$ cat src/rtl/alu_sequencer_if.sv
// Request/response and ALU-side signal bundle for alu_sequencer.
// slave: the sequencer; master: the control FSM; alu: the shared ALU instance.
interface alu_sequencer_if #(
  parameter int unsigned XLEN = 32
);
  logic            req_valid;
  logic            req_ready;
  logic [2:0]      funct3;
  logic            funct7_5;
  logic [XLEN-1:0] opa;
  logic [XLEN-1:0] opb;
  logic            resp_valid;
  logic [XLEN-1:0] result;
  logic            busy;
  logic [2:0]      alu_op;
  logic [XLEN-1:0] alu_a;
  logic [XLEN-1:0] alu_b;
  logic [XLEN-1:0] alu_out;
  logic            alu_sign;

  modport slave (
    input  req_valid, funct3, funct7_5, opa, opb, alu_out, alu_sign,
    output req_ready, resp_valid, result, busy, alu_op, alu_a, alu_b
  );

  modport master (
    output req_valid, funct3, funct7_5, opa, opb,
    input  req_ready, resp_valid, result, busy
  );

  modport alu (
    input  alu_op, alu_a, alu_b,
    output alu_out, alu_sign
  );
endinterface

$ cat src/rtl/alu_sequencer.sv
// RV32I ALU sequencer: decodes funct3/funct7[5], builds SLT/SLTU from SUB, shifts iteratively.
// Define ALU_SEQ_FAST_SHIFT_EN to compute shifts with a barrel shifter in a single EXEC cycle.
module alu_sequencer #(
  parameter int unsigned XLEN = 32,
  parameter int unsigned SHW  = 5
) (
  input  logic            clk,
  input  logic            rst,
  alu_sequencer_if.slave  bus
);

  typedef enum logic [1:0] {
    IDLE  = 2'd0,
    EXEC  = 2'd1,
    SHIFT = 2'd2,
    DONE  = 2'd3
  } state_e;

  typedef enum logic [2:0] {
    OP_ADD = 3'b000,
    OP_SUB = 3'b001,
    OP_AND = 3'b010,
    OP_OR  = 3'b011,
    OP_XOR = 3'b100
  } alu_op_e;

  state_e          state_q, state_d;
  logic [2:0]      f3_q;
  logic            f7_q;
  logic [XLEN-1:0] opa_q, opb_q;
  logic [XLEN-1:0] acc_q, acc_d;
  logic [SHW-1:0]  cnt_q, cnt_d;
  logic [XLEN-1:0] result_q;
  logic [XLEN-1:0] exec_res;
  logic            accept;
  logic            req_is_shift;
  logic            iter_shift;
  logic            last_shift;
  logic            fill;

`ifdef ALU_SEQ_FAST_SHIFT_EN
  localparam bit FastShift = 1'b1;
  logic [XLEN-1:0] sll_res, srl_res, sra_res;
  assign sll_res = opa_q << opb_q[SHW-1:0];
  assign srl_res = opa_q >> opb_q[SHW-1:0];
  assign sra_res = $signed(opa_q) >>> opb_q[SHW-1:0];
`else
  localparam bit FastShift = 1'b0;
`endif

  assign accept       = bus.req_valid && (state_q == IDLE);
  assign req_is_shift = (bus.funct3 == 3'b001) || (bus.funct3 == 3'b101);
  assign iter_shift   = req_is_shift && !FastShift;
  assign last_shift   = (cnt_q <= SHW'(1));
  assign fill         = f7_q & opa_q[XLEN-1];

  // State register
  always_ff @(posedge clk) begin
    if (rst) state_q <= IDLE;
    else     state_q <= state_d;
  end

  // Next-state logic
  always_comb begin
    state_d = state_q;
    unique case (state_q)
      IDLE:    if (accept) state_d = iter_shift ? SHIFT : EXEC;
      EXEC:    state_d = DONE;
      SHIFT:   if (last_shift) state_d = DONE;
      DONE:    state_d = IDLE;
      default: state_d = IDLE;
    endcase
  end

  // Output logic: ALU drive and single-pass result decode
  always_comb begin
    bus.alu_op = OP_ADD;
    bus.alu_a  = '0;
    bus.alu_b  = '0;
    exec_res   = '0;
    if (state_q == EXEC) begin
      case (f3_q)
        3'b000: begin
          bus.alu_op = f7_q ? OP_SUB : OP_ADD;
          bus.alu_a  = opa_q;
          bus.alu_b  = opb_q;
          exec_res   = bus.alu_out;
        end
        // Differing signs decide the compare directly; otherwise the SUB sign is exact.
        3'b010: begin
          bus.alu_op = OP_SUB;
          bus.alu_a  = opa_q;
          bus.alu_b  = opb_q;
          exec_res   = {{(XLEN-1){1'b0}},
                        (opa_q[XLEN-1] ^ opb_q[XLEN-1]) ? opa_q[XLEN-1] : bus.alu_sign};
        end
        3'b011: begin
          bus.alu_op = OP_SUB;
          bus.alu_a  = opa_q;
          bus.alu_b  = opb_q;
          exec_res   = {{(XLEN-1){1'b0}},
                        (opa_q[XLEN-1] ^ opb_q[XLEN-1]) ? opb_q[XLEN-1] : bus.alu_sign};
        end
        3'b100: begin
          bus.alu_op = OP_XOR;
          bus.alu_a  = opa_q;
          bus.alu_b  = opb_q;
          exec_res   = bus.alu_out;
        end
        3'b110: begin
          bus.alu_op = OP_OR;
          bus.alu_a  = opa_q;
          bus.alu_b  = opb_q;
          exec_res   = bus.alu_out;
        end
        3'b111: begin
          bus.alu_op = OP_AND;
          bus.alu_a  = opa_q;
          bus.alu_b  = opb_q;
          exec_res   = bus.alu_out;
        end
`ifdef ALU_SEQ_FAST_SHIFT_EN
        3'b001:  exec_res = sll_res;
        3'b101:  exec_res = f7_q ? sra_res : srl_res;
`endif
        default: exec_res = '0;
      endcase
    end else if ((state_q == SHIFT) && (f3_q == 3'b001)) begin
      // Left shift by one is acc + acc on the shared ALU.
      bus.alu_op = OP_ADD;
      bus.alu_a  = acc_q;
      bus.alu_b  = acc_q;
    end
  end

  assign bus.req_ready  = (state_q == IDLE);
  assign bus.busy       = (state_q != IDLE);
  assign bus.resp_valid = (state_q == DONE);
  assign bus.result     = result_q;

  // One shift step; a zero count leaves the accumulator untouched.
  always_comb begin
    acc_d = acc_q;
    cnt_d = cnt_q;
    if (cnt_q != '0) begin
      cnt_d = cnt_q - SHW'(1);
      acc_d = (f3_q == 3'b001) ? bus.alu_out : {fill, acc_q[XLEN-1:1]};
    end
  end

  // Operand capture and datapath registers
  always_ff @(posedge clk) begin
    if (rst) begin
      f3_q     <= '0;
      f7_q     <= 1'b0;
      opa_q    <= '0;
      opb_q    <= '0;
      acc_q    <= '0;
      cnt_q    <= '0;
      result_q <= '0;
    end else begin
      unique case (state_q)
        IDLE: begin
          if (accept) begin
            f3_q  <= bus.funct3;
            f7_q  <= bus.funct7_5;
            opa_q <= bus.opa;
            opb_q <= bus.opb;
            cnt_q <= bus.opb[SHW-1:0];
            acc_q <= bus.opa;
          end
        end
        EXEC: result_q <= exec_res;
        SHIFT: begin
          acc_q <= acc_d;
          cnt_q <= cnt_d;
          if (last_shift) result_q <= acc_d;
        end
        default: ;
      endcase
    end
  end

endmodule

$ cat src/flat_wrapper.sv
// flat-port wrapper written by rule: the top's interface ports become plain ports
module alu_sequencer_flat 
#(
  parameter int unsigned XLEN = 32,
  parameter int unsigned SHW  = 5
)
  (clk, rst, bus_req_valid, bus_funct3, bus_funct7_5, bus_opa, bus_opb, bus_alu_out, bus_alu_sign, bus_req_ready, bus_resp_valid, bus_result, bus_busy, bus_alu_op, bus_alu_a, bus_alu_b);
  alu_sequencer_if #(.XLEN(XLEN)) bus_i ();
  input  logic clk;
  input  logic rst;
  input wire logic [$bits(bus_i.req_valid)-1:0] bus_req_valid;
  input wire logic [$bits(bus_i.funct3)-1:0] bus_funct3;
  input wire logic [$bits(bus_i.funct7_5)-1:0] bus_funct7_5;
  input wire logic [$bits(bus_i.opa)-1:0] bus_opa;
  input wire logic [$bits(bus_i.opb)-1:0] bus_opb;
  input wire logic [$bits(bus_i.alu_out)-1:0] bus_alu_out;
  input wire logic [$bits(bus_i.alu_sign)-1:0] bus_alu_sign;
  output wire logic [$bits(bus_i.req_ready)-1:0] bus_req_ready;
  output wire logic [$bits(bus_i.resp_valid)-1:0] bus_resp_valid;
  output wire logic [$bits(bus_i.result)-1:0] bus_result;
  output wire logic [$bits(bus_i.busy)-1:0] bus_busy;
  output wire logic [$bits(bus_i.alu_op)-1:0] bus_alu_op;
  output wire logic [$bits(bus_i.alu_a)-1:0] bus_alu_a;
  output wire logic [$bits(bus_i.alu_b)-1:0] bus_alu_b;
  assign bus_i.req_valid = bus_req_valid;
  assign bus_i.funct3 = bus_funct3;
  assign bus_i.funct7_5 = bus_funct7_5;
  assign bus_i.opa = bus_opa;
  assign bus_i.opb = bus_opb;
  assign bus_i.alu_out = bus_alu_out;
  assign bus_i.alu_sign = bus_alu_sign;
  assign bus_req_ready = bus_i.req_ready;
  assign bus_resp_valid = bus_i.resp_valid;
  assign bus_result = bus_i.result;
  assign bus_busy = bus_i.busy;
  assign bus_alu_op = bus_i.alu_op;
  assign bus_alu_a = bus_i.alu_a;
  assign bus_alu_b = bus_i.alu_b;
  alu_sequencer #(.XLEN(XLEN), .SHW(SHW)) u_core (.clk(clk), .rst(rst), .bus(bus_i));
endmodule
$ cat config.mk
export PLATFORM = sky130hd
export DESIGN_NAME = alu_sequencer_flat
export DESIGN_NICKNAME = d
export VERILOG_FILES = /design/src/rtl/alu_sequencer_if.sv /design/src/rtl/alu_sequencer.sv /design/src/flat_wrapper.sv
export SDC_FILE = /design/constraint.sdc
export NUM_CORES = 1
export LEC_CHECK = 0
export CAP_MARGIN = 10
export CORE_ASPECT_RATIO = 0.75
export CORE_MARGIN = 2
export CORE_UTILIZATION = 52
export DETAILED_ROUTE_END_ITERATION = 6
export PLACE_DENSITY_LB_ADDON = 0.1
export SLEW_MARGIN = 10
export SYNTH_ARGS = -nofsm -noshare
export SYNTH_HDL_FRONTEND = slang
export SYNTH_SLANG_ARGS = --single-unit
$ cat constraint.sdc
create_clock -name clk -period 4.14 [get_ports clk]
set_clock_uncertainty 0.15 [all_clocks]
set_input_delay 1.035 -clock clk [delete_from_list [all_inputs] [get_ports clk]]
set_output_delay 1.035 -clock clk [all_outputs]
set_load 0.005 [all_outputs]
==> summary.txt <==
Status
  – Outcome: completed

Floorplan
  – Cell Rows: 36
  – Core ar.: 13100 um2
  – Die Wd: 138 um
  – IO Pins: 206
  – Die area: 14400 um2
  – Die Span Y: between 100 and 150 um
  – Starting density of the core: 0.535

Yosys
  – Mapped cell area: 6990 um2
  – Prevailing post-synth register cell: dfxtp_1
  – Syn Inst Count: 858
  – Ys async rst share: 0
  – Post-synth EDFFs: 0
  – Distinct cells, synth: 47
  – Net Count, Synth: a little under 1k
  – Seq/Total Area, Yosys: 0.398
  – YS warnings: 0
  – Syn Area/Cell: around 8.2 um2
  – Yosys reg bits: roughly 140

STA
  – Final TNS setup: 0 ns
  – Final min period: 3.72 ns
  – Max transition margin: 0.303
  – Measured slew at the worst slew-check pin: 1.05 ns
  – Setup WS post-layout: 0.417 ns
  – Fin crit share: 0.899
  – Fin. Hold Viols: 0
  – Hold_ws: 0.304 ns
  – Unrepaired setup endpoints after global routing: false
  – Fin. max-slew vios: 0
  – Finish-stage setup viols: 0
  – F_max: 269 MHz

Job
  – # Max-Cap Violations: 0

Global routing
  – Initial antenna violation count: 0
  – Vias in the first global route: 6545
  – Gr usage total: 0.305
  – Total gr overflow: 0
  – Global-route wire length before repair: 34800 um
  – Largest net degree at the start of global routing: 67

Cells and area
  – Filler cells: 1030
  – Fin nets: 1130
  – Share of layout cells above drive strength 1: 0.0737
  – P&R area growth vs syn: 38.1%
  – Final cell count without fillers: between 1k and 1.5k
  – Antenna cells: 0
  – Final instance area: 9660 um2
  – Final core utilization: 0.739

CTS
  – Num CTS Buffers: 17
  – Sink Count: 139
  – CTS tree: built
  – Clock latency at the later pin of the worst-skew pair: roughly 0.42 ns
  – Post-CTS Setup Inserts: 0
  – CTS Hold Bufs: 0
  – Clk buf depth: 2
  – Clk slew on worst S/H paths: 0.06 ns
  – Post_cts resized: 0
  – Root buf cell: clkbuf_16
  – H-tree depth: 4

Routing
  – ANT nets after route: 0
  – Length of routed met2 wiring: 9620 um
  – DRT Pass-1 Iters: 5
  – Vias: 7044
  – Post-route DRC: 0
  – Final wirelength: 22300 um
  – Vias/cell: 5.86
  – DR top layer: met4
  – WL met3: 2000 um
  – Drt initial violations: 693
  – WL met1: 10400 um
  – WL/cell: roughly 19 um

Setup path
  – FF-to-FF End: u_core.bus.result[19]
  – Worst EP arrival: 2.54 ns
  – Cells on worst reg2reg path: 8
  – CP max FO: 30
  – FF-to-FF Start: u_core.state_q[0]
  – WS Path Type: register to output pin
  – Critical Path Sink Type: output pin
  – Reg2Reg Setup Slack: 1.31 ns
  – CP Launch Type: register
  – Worst path required time: 2.95 ns

Place
  – Detailed placer's ending HPWL: 14700 um
  – Placed Cells: 1171
  – Placed Area: 9030 um2
  – PortBufs: 205
  – Placement Setup Slack: ~0.9 ns
  – Gpl congestion: 0.898

Power
  – Pleak: 3.46 nW
  – Power Total: 5.62 mW
  – Max VDD drop: 0.350 mV
  – Pwr dens: 582 nW/um2

Min path
  – Hold endpoint: u_core.opb_q[28]
  – Hold crit path type: register to register
  – Cells on Worst Hold Path: 2
  – Worst hold start: u_core.opb_q[28]
==> how the worst max path moves through the flow <==
| stage | startpoint | endpoint |
|---|---|---|
| 2_1_floorplan | u_core.state_q[0] | bus_alu_a[10] |
| 3_3_place_gp | u_core.state_q[1] | bus_alu_b[18] |
| 3_5_place_dp | u_core.state_q[1] | bus_alu_a[31] |
| 4_1_cts | u_core.state_q[1] | bus_alu_a[18] |
| 5_1_grt | u_core.state_q[1] | bus_alu_b[18] |
| 6_report | u_core.state_q[1] | bus_alu_b[18] |
==> power by group <==
group          switching (mW)  internal (mW)
logic                    1.18          0.901
clock network           0.602           1.01
registers               0.283           1.65
==> cell usage after synthesis, types with 4 or more instances <==
library cell	count	area (um2)
buf_6	10	113
a22o_1	64	561
a21o_1	29	218
clkbuf_1	58	218
nand2_1	176	661
o21ai_0	39	195
dfxtp_1	139	2780
mux2i_1	32	320
ha_1	7	87.6
a311oi_1	22	193
a211oi_1	29	218
nor2_1	69	259
buf_2	7	35.0
inv_1	10	37.5
buf_4	4	30.0
or3_1	4	25.0
a311oi_2	11	165
a21oi_1	107	536
==> registers in the layout, indices dropped and copies added (netlist names) <==
register and flops:
u_core.acc_q 32, u_core.bus.result 32, u_core.opa_q 32, u_core.f3_q 3, u_core.f7_q 1, u_core.state_q 2, u_core.cnt_q 5, u_core.opb_q 32
==> placed cells by master, fill, tap and decap left out, drive strengths merged, types with 3 or more instances in the layout <==
master,instances
clkbuf,18
or3,4
and2,3
inv,12
dfxtp,139
mux2i,32
ha,7
clkdlybuf4s50,204
a21o,31
buf,17
a22o,64
nor2,69
nand2,176
bufinv,4
a211oi,31
a21oi,107
clkinvlp,5
a311oi,33
o21ai,40
==> worst max-delay path, stage by stage, from the launching register on <==
cell and delay, ns:
dfxtp_1 0.37, inv_1 0.08, ha_1 0.27, nor4_4 0.25, buf_4 0.37, a22o_1 0.24, clkdlybuf4s50_1 0.52
==> cell families after synthesis <==
group / share of synthesized area
compound gates: 0.323
fa+ha+maj: 0.0125
buf+inv: 0.0619
flops: 0.398
mux: 0.0490
simple gates: 0.156
==> final cells by class <==
class | count | area (um2) | share of cell area
tap | 171 | 214 | 0.0222
timing repair buffer | 221 | 2190 | 0.227
inverter | 10 | 37.5 | 0.00389
clock inverter | 13 | 193 | 0.0200
clock buffer | 18 | 429 | 0.0444
multi-input combinational | 630 | 3810 | 0.394
sequential | 139 | 2780 | 0.288
==> layer usage <==
metal,vias to the layer above,global-route usage
met5,-,0
met4,0,0.0904
met3,22,0.0712
met2,304,0.438
met1,3327,0.450
li1,3391,-
(Power assumes the default switching activity.)
